File: src/rtl/posit_pkg.sv
// posit_pkg
// Shared constants for the posit datapath: the normaliser, the encoder and
// the decoder all derive their widths from the same WIDTH/EXP pair.
// The pattern functions return a 64-bit word; callers take the low
// WIDTH bits they need.
package posit_pkg;

    localparam int POSIT_WIDTH = 8;
    localparam int POSIT_EXP   = 2;
    localparam int POSIT_MTS   = POSIT_WIDTH - 3 - POSIT_EXP;
    localparam int POSIT_REGI  = $clog2(POSIT_WIDTH) + 1;
    localparam int POSIT_SFW   = POSIT_REGI + POSIT_EXP + 1;
    localparam int POSIT_MW    = 2 * (POSIT_MTS + 1);
    localparam int POSIT_MAXSF = (POSIT_WIDTH - 2) * (2 ** POSIT_EXP);

    // Largest positive posit: 0 followed by w-1 ones.
    function automatic logic [63:0] posit_maxpos(input int w);
        return (64'd1 << (w - 1)) - 64'd1;
    endfunction

    // Smallest positive posit: w-1 zeros then a 1.
    function automatic logic [63:0] posit_minpos(input int w);
        return 64'd1;
    endfunction

    // Not-a-Real: 1 followed by w-1 zeros.
    function automatic logic [63:0] posit_nar(input int w);
        return 64'd1 << (w - 1);
    endfunction

endpackage

File: src/rtl/posit_rne.sv
// posit_rne
// Round-to-nearest-even on a posit body (everything below the sign bit).
// Purely combinational.
//   body    : truncated body bits
//   guard   : first dropped bit
//   sticky  : OR of all further dropped bits
//   rounded : rounded body, clamped at maxpos so no carry reaches the sign
module posit_rne
    import posit_pkg::*;
#(
    parameter int BW = POSIT_WIDTH - 1
) (
    input  logic [BW-1:0] body,
    input  logic          guard,
    input  logic          sticky,
    output logic [BW-1:0] rounded
);

    logic inc;
    logic at_max;

    assign inc    = guard & (sticky | body[0]);
    // An all-ones body is maxpos; incrementing it would wrap into NaR.
    assign at_max = &body;

    always_comb begin
        rounded = body;
        if (inc && !at_max) begin
            rounded = body + BW'(1);
        end
    end

endmodule

File: src/rtl/posit_sf_enc.sv
// posit_sf_enc
// Three-stage pipelined posit encoder. Takes the normalised
// (sign, scale factor, 1.f mantissa) triple and produces a WIDTH-bit posit
// with EXP exponent bits, rounding to nearest even and saturating to
// +-maxpos / +-minpos.
// Ports:
//   clk_i, rstn       : clock, asynchronous active-low reset
//   vld_i / rdy_o     : input handshake
//   sign_i, zero_i,
//   nar_i, sf_i, mts_i: input triple and special-value flags
//   vld_o / rdy_i     : output handshake
//   posit_o           : encoded posit
// One global enable freezes every stage while the sink stalls.
module posit_sf_enc
    import posit_pkg::*;
#(
    parameter int WIDTH = POSIT_WIDTH,
    parameter int EXP   = POSIT_EXP,
    parameter int MTS   = WIDTH - 3 - EXP,
    parameter int REGI  = $clog2(WIDTH) + 1,
    parameter int SFW   = REGI + EXP + 1,
    parameter int MW    = 2 * (MTS + 1)
) (
    input  logic                  clk_i,
    input  logic                  rstn,
    input  logic                  vld_i,
    output logic                  rdy_o,
    input  logic                  sign_i,
    input  logic                  zero_i,
    input  logic                  nar_i,
    input  logic signed [SFW-1:0] sf_i,
    input  logic        [MW-1:0]  mts_i,
    output logic                  vld_o,
    input  logic                  rdy_i,
    output logic        [WIDTH-1:0] posit_o
);

    localparam int MAXSF = (WIDTH - 2) * (2 ** EXP);
    localparam int BW    = WIDTH - 1;         // body bits below the sign
    localparam int SH    = WIDTH + MW;        // shifter width
    localparam int SEEDW = MW + EXP + 1;      // {2 regime seed bits, e, f}
    localparam int PAD   = SH - SEEDW;
    localparam int KW    = SFW - EXP;         // regime count k width

    localparam logic signed [SFW-1:0] SF_MAX = SFW'(MAXSF);
    localparam logic signed [SFW-1:0] SF_MIN = SFW'(-MAXSF);

    localparam logic [63:0] MAXPOS64 = posit_maxpos(WIDTH);
    localparam logic [63:0] MINPOS64 = posit_minpos(WIDTH);
    localparam logic [63:0] NAR64    = posit_nar(WIDTH);

    logic en;

    assign en    = ~vld_o | rdy_i;
    assign rdy_o = en;

    // ------------------------------------------------------------------
    // S1: capture inputs, split sf into k and e, flag saturation/specials
    // ------------------------------------------------------------------
    logic                 s1_vld_reg;
    logic                 s1_sign_reg;
    logic                 s1_nar_reg;
    logic                 s1_zero_reg;
    logic                 s1_max_reg;
    logic                 s1_min_reg;
    logic signed [KW-1:0] s1_k_reg;
    logic [EXP-1:0]       s1_e_reg;
    logic [MW-2:0]        s1_frac_reg;

    always_ff @(posedge clk_i or negedge rstn) begin
        if (!rstn) begin
            s1_vld_reg  <= 1'b0;
            s1_sign_reg <= 1'b0;
            s1_nar_reg  <= 1'b0;
            s1_zero_reg <= 1'b0;
            s1_max_reg  <= 1'b0;
            s1_min_reg  <= 1'b0;
            s1_k_reg    <= '0;
            s1_e_reg    <= '0;
            s1_frac_reg <= '0;
        end else if (en) begin
            s1_vld_reg  <= vld_i;
            s1_sign_reg <= sign_i;
            s1_nar_reg  <= nar_i;
            s1_zero_reg <= zero_i & ~nar_i;
            s1_max_reg  <= (sf_i >= SF_MAX);
            s1_min_reg  <= (sf_i < SF_MIN);
            // Dropping the low EXP bits of a two's-complement value is
            // exactly the flooring arithmetic shift.
            s1_k_reg    <= sf_i[SFW-1:EXP];
            s1_e_reg    <= sf_i[EXP-1:0];
            s1_frac_reg <= mts_i[MW-2:0];
        end
    end

    // ------------------------------------------------------------------
    // S2: build {regime, e, f} with one arithmetic shift
    // ------------------------------------------------------------------
    // Seed is 10 (k>=0) or 01 (k<0) followed by e and f. Shifting right
    // arithmetically by k (k>=0) replicates the leading 1 into k+1 ones
    // then a 0; by -k-1 (k<0) replicates the leading 0 into -k zeros then
    // a 1. For k<0, -k-1 is just ~k.
    logic                 k_neg;
    logic [KW-1:0]        shamt;
    logic signed [SH-1:0] seed;
    logic signed [SH-1:0] shifted;
    logic [BW-1:0]        body_next;
    logic                 guard_next;
    logic                 sticky_next;

    assign k_neg   = s1_k_reg[KW-1];
    assign shamt   = k_neg ? ~s1_k_reg : s1_k_reg;
    assign seed    = {~k_neg, k_neg, s1_e_reg, s1_frac_reg, {PAD{1'b0}}};
    assign shifted = seed >>> shamt;

    always_comb begin
        body_next   = shifted[SH-1 -: BW];
        guard_next  = shifted[SH-WIDTH];
        sticky_next = |shifted[SH-WIDTH-1:0];
        if (s1_max_reg) begin
            body_next   = MAXPOS64[BW-1:0];
            guard_next  = 1'b0;
            sticky_next = 1'b0;
        end else if (s1_min_reg) begin
            body_next   = MINPOS64[BW-1:0];
            guard_next  = 1'b0;
            sticky_next = 1'b0;
        end
    end

    logic          s2_vld_reg;
    logic          s2_sign_reg;
    logic          s2_nar_reg;
    logic          s2_zero_reg;
    logic [BW-1:0] s2_body_reg;
    logic          s2_guard_reg;
    logic          s2_sticky_reg;

    always_ff @(posedge clk_i or negedge rstn) begin
        if (!rstn) begin
            s2_vld_reg    <= 1'b0;
            s2_sign_reg   <= 1'b0;
            s2_nar_reg    <= 1'b0;
            s2_zero_reg   <= 1'b0;
            s2_body_reg   <= '0;
            s2_guard_reg  <= 1'b0;
            s2_sticky_reg <= 1'b0;
        end else if (en) begin
            s2_vld_reg    <= s1_vld_reg;
            s2_sign_reg   <= s1_sign_reg;
            s2_nar_reg    <= s1_nar_reg;
            s2_zero_reg   <= s1_zero_reg;
            s2_body_reg   <= body_next;
            s2_guard_reg  <= guard_next;
            s2_sticky_reg <= sticky_next;
        end
    end

    // ------------------------------------------------------------------
    // S3: round, apply sign, select specials
    // ------------------------------------------------------------------
    logic [BW-1:0]    rnd_body;
    logic [WIDTH-1:0] mag;
    logic [WIDTH-1:0] posit_next;

    posit_rne #(
        .BW(BW)
    ) u_rne (
        .body    (s2_body_reg),
        .guard   (s2_guard_reg),
        .sticky  (s2_sticky_reg),
        .rounded (rnd_body)
    );

    assign mag = {1'b0, rnd_body};

    always_comb begin
        posit_next = mag;
        if (s2_nar_reg) begin
            posit_next = NAR64[WIDTH-1:0];
        end else if (s2_zero_reg) begin
            posit_next = '0;
        end else if (s2_sign_reg) begin
            posit_next = ~mag + 1'b1;
        end
    end

    always_ff @(posedge clk_i or negedge rstn) begin
        if (!rstn) begin
            vld_o   <= 1'b0;
            posit_o <= '0;
        end else if (en) begin
            vld_o <= s2_vld_reg;
            if (s2_vld_reg) begin
                posit_o <= posit_next;
            end
        end
    end

endmodule

File: config.mk
export PLATFORM = sky130hd
export DESIGN_NAME = posit_sf_enc
export DESIGN_NICKNAME = d
export VERILOG_FILES = /design/src/rtl/posit_pkg.sv /design/src/rtl/posit_rne.sv /design/src/rtl/posit_sf_enc.sv
export SDC_FILE = /design/constraint.sdc
export NUM_CORES = 1
export LEC_CHECK = 0
export CORE_MARGIN = 1.5
export CORE_UTILIZATION = 40
export CTS_CLUSTER_SIZE = 30
export DETAILED_ROUTE_END_ITERATION = 10
export PLACE_DENSITY = 0.74
export SYNTH_ARGS = -nofsm -noshare
export SYNTH_HDL_FRONTEND = slang
export SYNTH_SLANG_ARGS = --single-unit
File: constraint.sdc
create_clock -name clk_i -period 2.38 [get_ports clk_i]
set_clock_uncertainty 0.05 [all_clocks]
set_input_delay 0.238 -clock clk_i [delete_from_list [all_inputs] [get_ports clk_i]]
set_output_delay 0.238 -clock clk_i [all_outputs]
set_load 0.02 [all_outputs]
==> run metrics <==
post-synthesis async set-or-reset flop share=100.0%; arrival time at the worst endpoint=2.52 ns; RePlAce Congestion=0.9470; setup TNS=-0.0003519 ns; type of origin of the critical path=register; Logic pwr share=53.9%; crit-path max cell delay=0.56 ns; crit path time final=2.380 ns; starting density of the core=42.10%; design area=3279 um2; post-synthesis sequential area ratio=38.66%; Post-synth EDFFs=0; Flop pwr share=31.5%; largest cells by area after synthesis=dfrtp_1 39%, nand2_1 10%, o21ai_0 3.7%; vias in the first global route=2249; CP Capture Type=register; Worst slew margin=66.51%; reg2reg setup slack=-0.0004 ns; GRT Total Usage=17.49%; Critical Path RT=2.52 ns; Die Width=85.45 um; share of layout cells above drive strength 1=14.53%; RSZ-0062 raised after global routing=yes; leakage=1.433 nW; HP Class=input pin to asynchronous set/reset pin; post-route clock period utilization=100.0%; Setup violations, final=1; CTS buffer count=5; Peak VDD IR=672.1 uV; die boundary height=85.45 um; initial antenna violation count=0; Slew Limit Fails=0; Clock Power Share=14.6%; most common cell after layout, fill and taps aside=nand2_1; Netlist Area Pre-Place=2719 um2; flip-flop count of the largest register after layout=8; area leader, netlist=dfrtp_1; Root Buffer=clkbuf_8; Core ar.=6459 um2; final net count=382; MaxCap Viol Count=0; largest net degree at the start of global routing=25; Avg Cell Area, Syn=8.686 um2; overall power=3.851 mW; Least-Margin Pin Slew=0.5024 ns; net switching power=1.566 mW; Skew-Pair Late Insertion Delay=0.29 ns; dpl ws=-0.05887 ns; clk buf depth=2; total gr overflow=0; Max Fanout on Critical Path=8; achievable frequency=420.1 MHz; status=complete, but fails checks; worst path cell trace=xnor2_4, mux4_2, a22oi_2, nand4b_1, or4_1, a32o_1; Top FF cell, synth=dfrtp_1; ANT cells=0; Port Buffer Count=30; first-pass GRT wire length=10460 um; hpwl dp=4486 um; final worst slack=-0.0003519 ns; Ports=32; Pint=2.285 mW; hold slack=0.3915 ns; Final ANT Viol Nets=0; switch share=40.66%; DP Area=3122 um2; syn_nets=338; Synth top area share=38.66%; WL final=6070 um; fill count=625; Post-route DRC=1; clock slew seen by the registers of the worst setup and hold paths=0.08 ns; met2 usage=29.92%; Synth Register Bits=42; met3 usage=3.016%; PD cells=1174 nW/um2; YS warnings=0; final hold vios=0; H-tree Lvls=2; cells after synthesis=313; Num Clock Sinks=42; Vias=2372; die outline area=7301 um2; Distinct cells, synth=61; routed len/inst=13.95 um; slowest CP cell=mux4_2; grt met1 use=23.00%; # rows=29; RR Endpoint=s2_sticky_reg; CTS tree=yes; WS Path Type=register to register; drt via density=5.453; GR peak layer=met2; DRT iter0 DRCs=106; FF-to-FF path depth=6; total iterations of the first detailed-routing run=7; R2R Path Start=s1_k_reg[4]; failing checks=DRC, setup timing; commonest cells after routing, fill and taps aside=74 x nand2_1, 40 x dfrtp_1, 29 x clkdlybuf4s50_1, 27 x buf_4, 20 x o21ai_0; Layout Area Growth over Synthesis=20.62%
## cell usage after synthesis, types with 6 or more instances
library cell,n
clkbuf_8,6
o21ai_0,20
nor3_1,7
inv_1,8
a21oi_1,18
dfrtp_1,42
nand2_1,74
a31oi_1,6
a22o_1,6
clkbuf_1,10
xnor2_1,6
nand3_1,6
nor2_1,18
## per-stage QoR
step                      util (%)  std cells
after global placement       48.33        425
after detailed placement     48.33        425
after CTS                    50.35        434
final                        50.77        435
after floorplan                  -        313
after global routing         50.77        435
## repair_timing
item,in CTS,in global routing
gates cloned,0,0
pin swaps,0,1
buffers inserted,0,1
gates resized for setup,3,3
hold buffers,1,0
endpoints found under the setup margin,1,1
hold endpoints to repair,21,0
## area by class of cell
cell class              instances  area [um2]  share of cell area (%)
repair buffers                 59       528.0                   16.10
multi-input cells             240        1458                   44.45
clock buffers                   6       72.57                   2.213
clock inverters                 2       37.54                   1.145
flip-flops and latches         42        1054                   32.13
well taps                      77       96.34                   2.938
inverters                       9       33.78                   1.030
## cell families after synthesis
| kind of cell | count (synthesis) | share of synthesized area, % |
|---|---|---|
| DFF | 42 | 38.66 |
| muxes | 8 | 4.004 |
| adders and majority gates | 5 | 2.117 |
| xor gates and xnor gates | 10 | 3.912 |
| AOI/OAI and AO/OA | 79 | 19.15 |
| buffers and inverters | 31 | 8.743 |
| and+or+nand+nor | 138 | 23.42 |
## worst max path at each step
stage | start | end | slack (ns) | cells past startpoint
after floorplan | s1_k_reg[0] | s2_sticky_reg | 0.04 | 7
after global placement | s1_k_reg[4] | s2_sticky_reg | 0.02 | 7
after detailed placement | s1_k_reg[4] | s2_sticky_reg | -0.06 | 7
after CTS | s1_k_reg[4] | s2_sticky_reg | 0.002 | 6
after global routing | s1_k_reg[4] | s2_sticky_reg | -0.07 | 6
final | s1_k_reg[4] | s2_sticky_reg | -0.0004 | 6
## power by group through the flow
| stage | clock, mW | sequential [mW] | combinational (mW) |
|---|---|---|---|
| 2_1_floorplan | 0 | 1.16 | 1.46 |
| 3_5_place_dp | 0 | 1.22 | 2.00 |
| 4_1_cts | 0.577 | 1.21 | 2.02 |
| 5_1_grt | 0.609 | 1.25 | 2.29 |
| 3_3_place_gp | 0 | 1.20 | 1.96 |
| 6_report | 0.561 | 1.21 | 2.08 |
## critical path, delay by kind of cell, from the launching register on
kind            cells  cell delay (ns)
flops               1             0.49
xor+xnor            1             0.18
simple gates        2             0.52
compound gates      2             0.47
mux                 1             0.56
## per-layer routing
| metal | wire length (um) | share of wire, % |
|---|---|---|
| met4 | 98 | 1.6 |
| met1 | 2762 | 46 |
| met5 | 0 | 0 |
| met3 | 239 | 3.9 |
| met2 | 2969 | 49 |
Power figures use the tool's default switching activity.
